[config.mk]
export PLATFORM = sky130hd
export DESIGN_NAME = fb_dma_ctrl
export DESIGN_NICKNAME = d
export VERILOG_FILES = /design/src/rtl/fb_pkg.sv /design/src/rtl/fb_dma_ctrl.sv
export SDC_FILE = /design/constraint.sdc
export NUM_CORES = 1
export LEC_CHECK = 0
export BUFFER_PORTS_ARGS = -buffer_cell sky130_fd_sc_hd__buf_2
export CAP_MARGIN = 10
export CORE_ASPECT_RATIO = 1.1
export CORE_MARGIN = 2
export CORE_UTILIZATION = 50
export CTS_CLUSTER_DIAMETER = 80
export DETAILED_ROUTE_END_ITERATION = 6
export PLACE_DENSITY_LB_ADDON = 0.15
export SYNTH_ARGS = -nofsm -noshare
export SYNTH_HDL_FRONTEND = slang
export SYNTH_SLANG_ARGS = --single-unit
[constraint.sdc]
create_clock -name clk -period 3.1 [get_ports clk]
set_input_delay 0.62 -clock clk [delete_from_list [all_inputs] [get_ports clk]]
set_output_delay 0.62 -clock clk [all_outputs]
set_load 0.01 [all_outputs]
[src/rtl/fb_pkg.sv]
// Shared definitions for the framebuffer fill/copy DMA controller.
// Holds the command op encoding, the engine state enum and default widths.
package fb_pkg;

    localparam int FB_ADDR_W = 15;
    localparam int FB_DATA_W = 16;

    localparam logic FB_OP_FILL = 1'b0;
    localparam logic FB_OP_COPY = 1'b1;

    typedef enum logic [2:0] {
        ST_IDLE,
        ST_FILL,
        ST_CP_RD,
        ST_CP_CAP,
        ST_CP_WR,
        ST_DONE
    } fb_state_e;

endpackage

[src/rtl/fb_dma_ctrl.sv]
// Framebuffer DMA engine: FILL / COPY on port A, CPU has fixed priority on the port.
//
// state     | meaning
// ----------+--------------------------------------------------------------
// ST_IDLE   | waiting for a command, cmd_ready=1
// ST_FILL   | one color write per granted cycle
// ST_CP_RD  | present source address for a read
// ST_CP_CAP | capture read data into the hold register (port not needed)
// ST_CP_WR  | write hold register to destination, advance pointers
// ST_DONE   | one-cycle completion pulse
module fb_dma_ctrl
    import fb_pkg::*;
#(
    parameter int ADDR_W = FB_ADDR_W,
    parameter int DATA_W = FB_DATA_W
) (
    input  logic              clk,
    input  logic              reset,
    input  logic              cmd_valid,
    output logic              cmd_ready,
    input  logic              cmd_op,
    input  logic [ADDR_W-1:0] cmd_src,
    input  logic [ADDR_W-1:0] cmd_dst,
    input  logic [ADDR_W:0]   cmd_len,
    input  logic [DATA_W-1:0] cmd_color,
    input  logic              cpu_req,
    input  logic              cpu_we,
    input  logic [ADDR_W-1:0] cpu_addr,
    input  logic [DATA_W-1:0] cpu_wdata,
    output logic [ADDR_W-1:0] mem_addr,
    output logic              mem_we,
    output logic [DATA_W-1:0] mem_wdata,
    input  logic [DATA_W-1:0] mem_rdata,
    output logic              busy,
    output logic              done
);

    fb_state_e         state_q, state_d;
    logic [ADDR_W-1:0] src_q, src_d;
    logic [ADDR_W-1:0] dst_q, dst_d;
    logic [ADDR_W:0]   len_q, len_d;
    logic [DATA_W-1:0] color_q, color_d;
    logic [DATA_W-1:0] hold_q, hold_d;
    logic              op_q, op_d;

    logic              grant;
    logic              last;
    logic [ADDR_W:0]   len_dec;
    logic [ADDR_W-1:0] eng_addr;
    logic              eng_we;
    logic [DATA_W-1:0] eng_wdata;

    always_ff @(posedge clk) begin
        if (reset) begin
            state_q <= ST_IDLE;
            src_q   <= '0;
            dst_q   <= '0;
            len_q   <= '0;
            color_q <= '0;
            hold_q  <= '0;
            op_q    <= FB_OP_FILL;
        end else begin
            state_q <= state_d;
            src_q   <= src_d;
            dst_q   <= dst_d;
            len_q   <= len_d;
            color_q <= color_d;
            hold_q  <= hold_d;
            op_q    <= op_d;
        end
    end

    assign grant   = ~cpu_req;
    // Saturating decrement keeps len from wrapping even if reached at zero.
    assign last    = (len_q <= (ADDR_W+1)'(1));
    assign len_dec = (len_q == '0) ? '0 : len_q - (ADDR_W+1)'(1);

    always_comb begin
        state_d   = state_q;
        src_d     = src_q;
        dst_d     = dst_q;
        len_d     = len_q;
        color_d   = color_q;
        hold_d    = hold_q;
        op_d      = op_q;
        eng_addr  = dst_q;
        eng_we    = 1'b0;
        eng_wdata = (op_q == FB_OP_COPY) ? hold_q : color_q;

        case (state_q)
            ST_IDLE: begin
                if (cmd_valid) begin
                    src_d   = cmd_src;
                    dst_d   = cmd_dst;
                    len_d   = cmd_len;
                    color_d = cmd_color;
                    op_d    = cmd_op;
                    if (cmd_len == '0)
                        state_d = ST_DONE;
                    else if (cmd_op == FB_OP_COPY)
                        state_d = ST_CP_RD;
                    else
                        state_d = ST_FILL;
                end
            end
            ST_FILL: begin
                eng_we = 1'b1;
                if (grant) begin
                    dst_d   = dst_q + ADDR_W'(1);
                    len_d   = len_dec;
                    state_d = last ? ST_DONE : ST_FILL;
                end
            end
            ST_CP_RD: begin
                eng_addr = src_q;
                if (grant)
                    state_d = ST_CP_CAP;
            end
            ST_CP_CAP: begin
                // Read data belongs to the CP_RD address even if the CPU owns the port now.
                hold_d  = mem_rdata;
                state_d = ST_CP_WR;
            end
            ST_CP_WR: begin
                eng_we = 1'b1;
                if (grant) begin
                    src_d   = src_q + ADDR_W'(1);
                    dst_d   = dst_q + ADDR_W'(1);
                    len_d   = len_dec;
                    state_d = last ? ST_DONE : ST_CP_RD;
                end
            end
            ST_DONE: begin
                state_d = ST_IDLE;
            end
            default: begin
                state_d = ST_IDLE;
            end
        endcase
    end

    always_comb begin
        if (cpu_req) begin
            mem_addr  = cpu_addr;
            mem_we    = cpu_we;
            mem_wdata = cpu_wdata;
        end else begin
            mem_addr  = eng_addr;
            mem_we    = eng_we & ~reset;
            mem_wdata = eng_wdata;
        end
    end

    assign cmd_ready = reset | (state_q == ST_IDLE);
    assign busy      = ~reset & (state_q != ST_IDLE);
    assign done      = ~reset & (state_q == ST_DONE);

endmodule

## After elaboration in Yosys (flattened, before gate mapping)

Cells that the tools add are included.

- Register bits: 82
- Input port bits: 115
- Output and inout bits: 35
- Logic and storage cells: 62

- Add/sub/neg operators: 3
- Magnitude comparators: 1
- Equality and inequality tests: 10
- Multiplexer cells: 25
- Bitwise operators: 5
- Reductions and logical operators: 11

Operators by type and width:

| cell | count |
|---|---|
| $mux W15 | 6 |
| $mux W16 | 5 |
| $pmux W15 S2 | 2 |
| $logic_not A16 Y1 | 2 |
| $pmux W16 S2 | 1 |
| $add A15 B1 Y15 const B | 2 |
| $mux W3 | 7 |
| $le A16 B1 Y1 const B | 1 |
| $sub A16 B1 Y16 const B | 1 |
| $pmux W3 S5 | 1 |
| $ne A2 B2 Y1 const B | 5 |
| $eq A3 B2 Y1 const B | 2 |
| $eq A3 B3 Y1 const B | 2 |
| $reduce_and A3 Y1 | 2 |
| $reduce_and A4 Y1 | 1 |
| $reduce_bool A2 Y1 | 2 |
| $and A1 B1 Y1 | 3 |
| $eq A3 B1 Y1 const B | 1 |
| $logic_not A3 Y1 | 1 |
| $reduce_bool A3 Y1 | 1 |
| $mux W1 | 2 |
| $mux W2 | 1 |
| $reduce_and A2 Y1 | 1 |
| $reduce_or A2 Y1 | 1 |
| 2 further kinds | 2 |

## Longest topological paths before layout

- Depth after elaboration: 5
- Depth in mapped cells: 8
- Mapped depth without buffers: 7

## Worst setup path before layout

No wires, ideal clock.

- Path kind: reg-to-output
- From: register state_q[0]
- To: output port mem_addr[5]
- Data arrival time: 1.688 ns
- Required time: 2.480 ns
- Path slack: 0.792 ns
- Cell stages (with the launch flop): 6
- Path buffers: 2
- Path through: dfxtp_1 clkbuf_1 nor3_2 buf_2 mux2i_1 o21ai_0

- Cells in the longest elaborated chain, start to end: 3

RTL lines:

| element | line | RTL |
|---|---|---|
| from (decl) | fb_dma_ctrl.sv:38 | `fb_state_e state_q, state_d;` |
| from (signal assigned) | fb_dma_ctrl.sv:63 | `state_q <= state_d;` |
| $eq A3 B2 Y1 | fb_dma_ctrl.sv:90 | `case (state_q)` |
| $mux W15 | fb_dma_ctrl.sv:90 |  |
| $mux W15 | fb_dma_ctrl.sv:143 | `if (cpu_req) begin` |
| to (decl) | fb_dma_ctrl.sv:30 | `output logic [ADDR_W-1:0] mem_addr,` |

Every way passes these cells.

## Worst setup path after layout

- From: register state_q[1]
- To: output port mem_addr[14]

Same word-level chain as after synthesis.

==> flow_summary.ini <==
[yosys]
yosys.area.top_type = dfxtp_1
syn_inst = 669
synth_common_cells = nand2_1 (136), dfxtp_1 (82), a21oi_1 (65), o21ai_0 (62), clkbuf_1 (44)
synth_seq_area_share_pct = 33.4
synth_async_sr_flop_share_pct = 0
synth_most_common_cell = nand2_1
synth_cell_types = 61
syn_avg_cell_area_um2 = 7.34
synth.cell_area_um2 = 4910
synth_seq_cells = 82
synth_enable_flop_cells = 0
synth_area_leaders = dfxtp_1 (33%), nand2_1 (10%), mux2i_1 (6.7%)
yosysWarningCount = 0
yosysTopAreaCellShare_pct = 33.4
ys.flop_type = dfxtp_1
synth_fp_nets = 789

[outcome]
violations = design-rule violations
status = finished with violations

[die]
ios = 150
die_y_um = 108
std_cell_rows = 37
core_area_um2 = 9440
die_w_um = 98.5
initial_core_util_pct = 52.0
dieArea_um2 = 10600

[clocking]
cts_tree = yes
clock_path_buffers = 2
clk_latency_ns = 0.37
clk_pin_slew_ns = 0.09
ctsResizeCount = 0
ctsHtreeMaxLevel = 3
post-cts-setup-buffer-count = 0
holdBufCountCts = 0
cts.sinks = 82
cts-buffers-inserted = 9
cts_root_buf = clkbuf_8

[timing]
worst_pin_slew_ns = 1.03
finalSetupViolCount = 0
maxSlewViolCount = 0
max_freq_mhz = 343
maxSlewHeadroom_pct = 31.3
fin_skew_ns = 0.0164
hold_viol_final = 0
min_period_ns = 2.92
fin_crit_sh_pct = 94.0
setup_tns_ns = 0
rsz0062_at_grt = no

[power_and_ir_drop]
power_density_nw_per_um2 = 568
ir_worst_vdd_uv = 265
power.total_mw = 3.37
leakage_nw = 2.35

[min_path]
min_path_cells = 2
min_to = color_q[10]$_SDFFE_PP0P_
hold_path_class = reg -> reg
hp-start = color_q[10]$_SDFFE_PP0P_

[layout]
n_antenna_cell = 0
n_fill_cell = 915
finalNetCount = 909
syn2layout_area_growth_pct = 20.8
drive_above_1_share_pct = 24.3

[worst_setup_path]
crit_arrival_ns = 2.30
crit_type = reg -> out
crit_required_ns = 2.48
max_stage_delay_ns = 0.60
worstPathCellList = inv_1, nor3_2, buf_4, mux2i_1, o21ai_0, buf_2
cp_max_fo = 15
reg2regPathDepth = 5
endpoint_kind = output port
r2r-end = len_q[9]$_SDFFE_PP0P_
crit_slowest_cell = dfxtp_1
r2r_setup_slack_ns = 0.51
cp-start-kind = flip-flop
r2r_start = state_q[0]$_SDFFE_PP0P_

[global_routing]
grt_pass1_vias = 5015
antenna_found_initial = 1
grt_overflow = 0
gr-usage-all-layers_pct = 27.2
grt_pass1_wl_um = 23600
grt_max_degree = 51

[routing]
wl_um = 14900
avgViaCountPerCell = 5.95
drtIter0Drc = 276
via_count = 5417
wl_per_cell_um = 16.4
firstDrtPassIters = 7
drc = 20
drtAntennaViolNets = 0

[placement]
globalplace.congestion = 0.869
port_buffers = 149
dp_hpwl_um = 10700

[flow_run]
max-cap-violations = 0
[registers in the layout, summed over array words and instances (netlist names)]
register,flops
dst_q,15
op_q,1
src_q,15
color_q,16
state_q,3
len_q,16
hold_q,16
[metal layers]
layer	track usage (%)	share of wire, %	wire [um]
met1	33.1	41	6150
met2	47.9	50	7410
met3	3.75	6.2	927
met4	12.3	2.8	418
met5	0	0.047	7
[power breakdown]
part | switching, mW | internal, mW
registers | 0.181 | 1.18
logic | 0.643 | 0.446
clock network | 0.446 | 0.471
total | 1.27 | 2.10
[metrics by stage]
| stage | util [%] | setup WS [ns] | instances | cell area (um^2) | hold slack [ns] |
|---|---|---|---|---|---|
| floorplan | - | 0.792 | 669 | 4910 | 0.436 |
| global placement | 60.4 | 0.689 | 895 | 5710 | 0.443 |
| detailed placement | 60.4 | 0.573 | 895 | 5710 | 0.446 |
| CTS | 62.9 | 0.180 | 911 | 5940 | 0.458 |
| global route | 62.9 | 0.00264 | 911 | 5940 | 0.473 |
| finish | 62.9 | 0.185 | 911 | 5940 | 0.459 |
[layout make-up]
cell class | count | area [um^2] | area share (%)
clock inverter | 7 | 108 | 1.81
multi-input combinational | 516 | 3010 | 50.6
tap | 117 | 146 | 2.47
sequential | 82 | 1640 | 27.7
inverter | 18 | 67.6 | 1.14
timing repair buffer | 162 | 843 | 14.2
clock buffer | 9 | 124 | 2.09
[critical path, delay by kind of cell (launching register included)]
kind | cells | cell delay (ns)
simple gates | 1 | 0.34
compound gates | 1 | 0.08
buf+inv | 3 | 0.69
flops | 1 | 0.60
mux | 1 | 0.23
[cells in the final DEF, fill, tap and decap left out, drive strengths merged, types with 5 or more instances in the layout]
cell type	synthesis	routed
nand3	22	22
nor2	27	27
o32ai	9	9
clkbuf	44	9
buf	9	162
o22ai	5	5
and3	5	5
a211oi	16	16
mux2i	33	33
nor3	16	16
nand2	136	136
or3	8	8
a32o	6	6
ha	5	5
nor4	16	16
nand4	10	10
or4	5	5
dfxtp	82	82
a21oi	65	65
inv	18	22
o21ai	66	66
[how the worst max path moves through the flow]
stage / endpoint / slack, ns / cells after the start / startpoint
detailed placement: mem_addr[14] / 0.57 / 6 / state_q[1]$_SDFFE_PP0P_
global placement: mem_addr[3] / 0.69 / 6 / state_q[1]$_SDFFE_PP0P_
floorplan: mem_addr[5] / 0.79 / 5 / state_q[0]$_SDFFE_PP0P_
finish: mem_addr[14] / 0.18 / 6 / state_q[1]$_SDFFE_PP0P_
global route: mem_addr[13] / 0.003 / 6 / state_q[1]$_SDFFE_PP0P_
CTS: mem_addr[14] / 0.18 / 6 / state_q[1]$_SDFFE_PP0P_
[logic make-up after synthesis]
group | count (synthesis) | share of synthesized area, %
buffers and inverters | 71 | 5.65
AOI/OAI and AO/OA | 210 | 26.8
DFF | 82 | 33.4
muxes | 33 | 6.72
xor gates and xnor gates | 1 | 0.178
adders and majority gates | 5 | 1.27
and+or+nand+nor | 267 | 26.0
(Power assumes the default switching activity.)
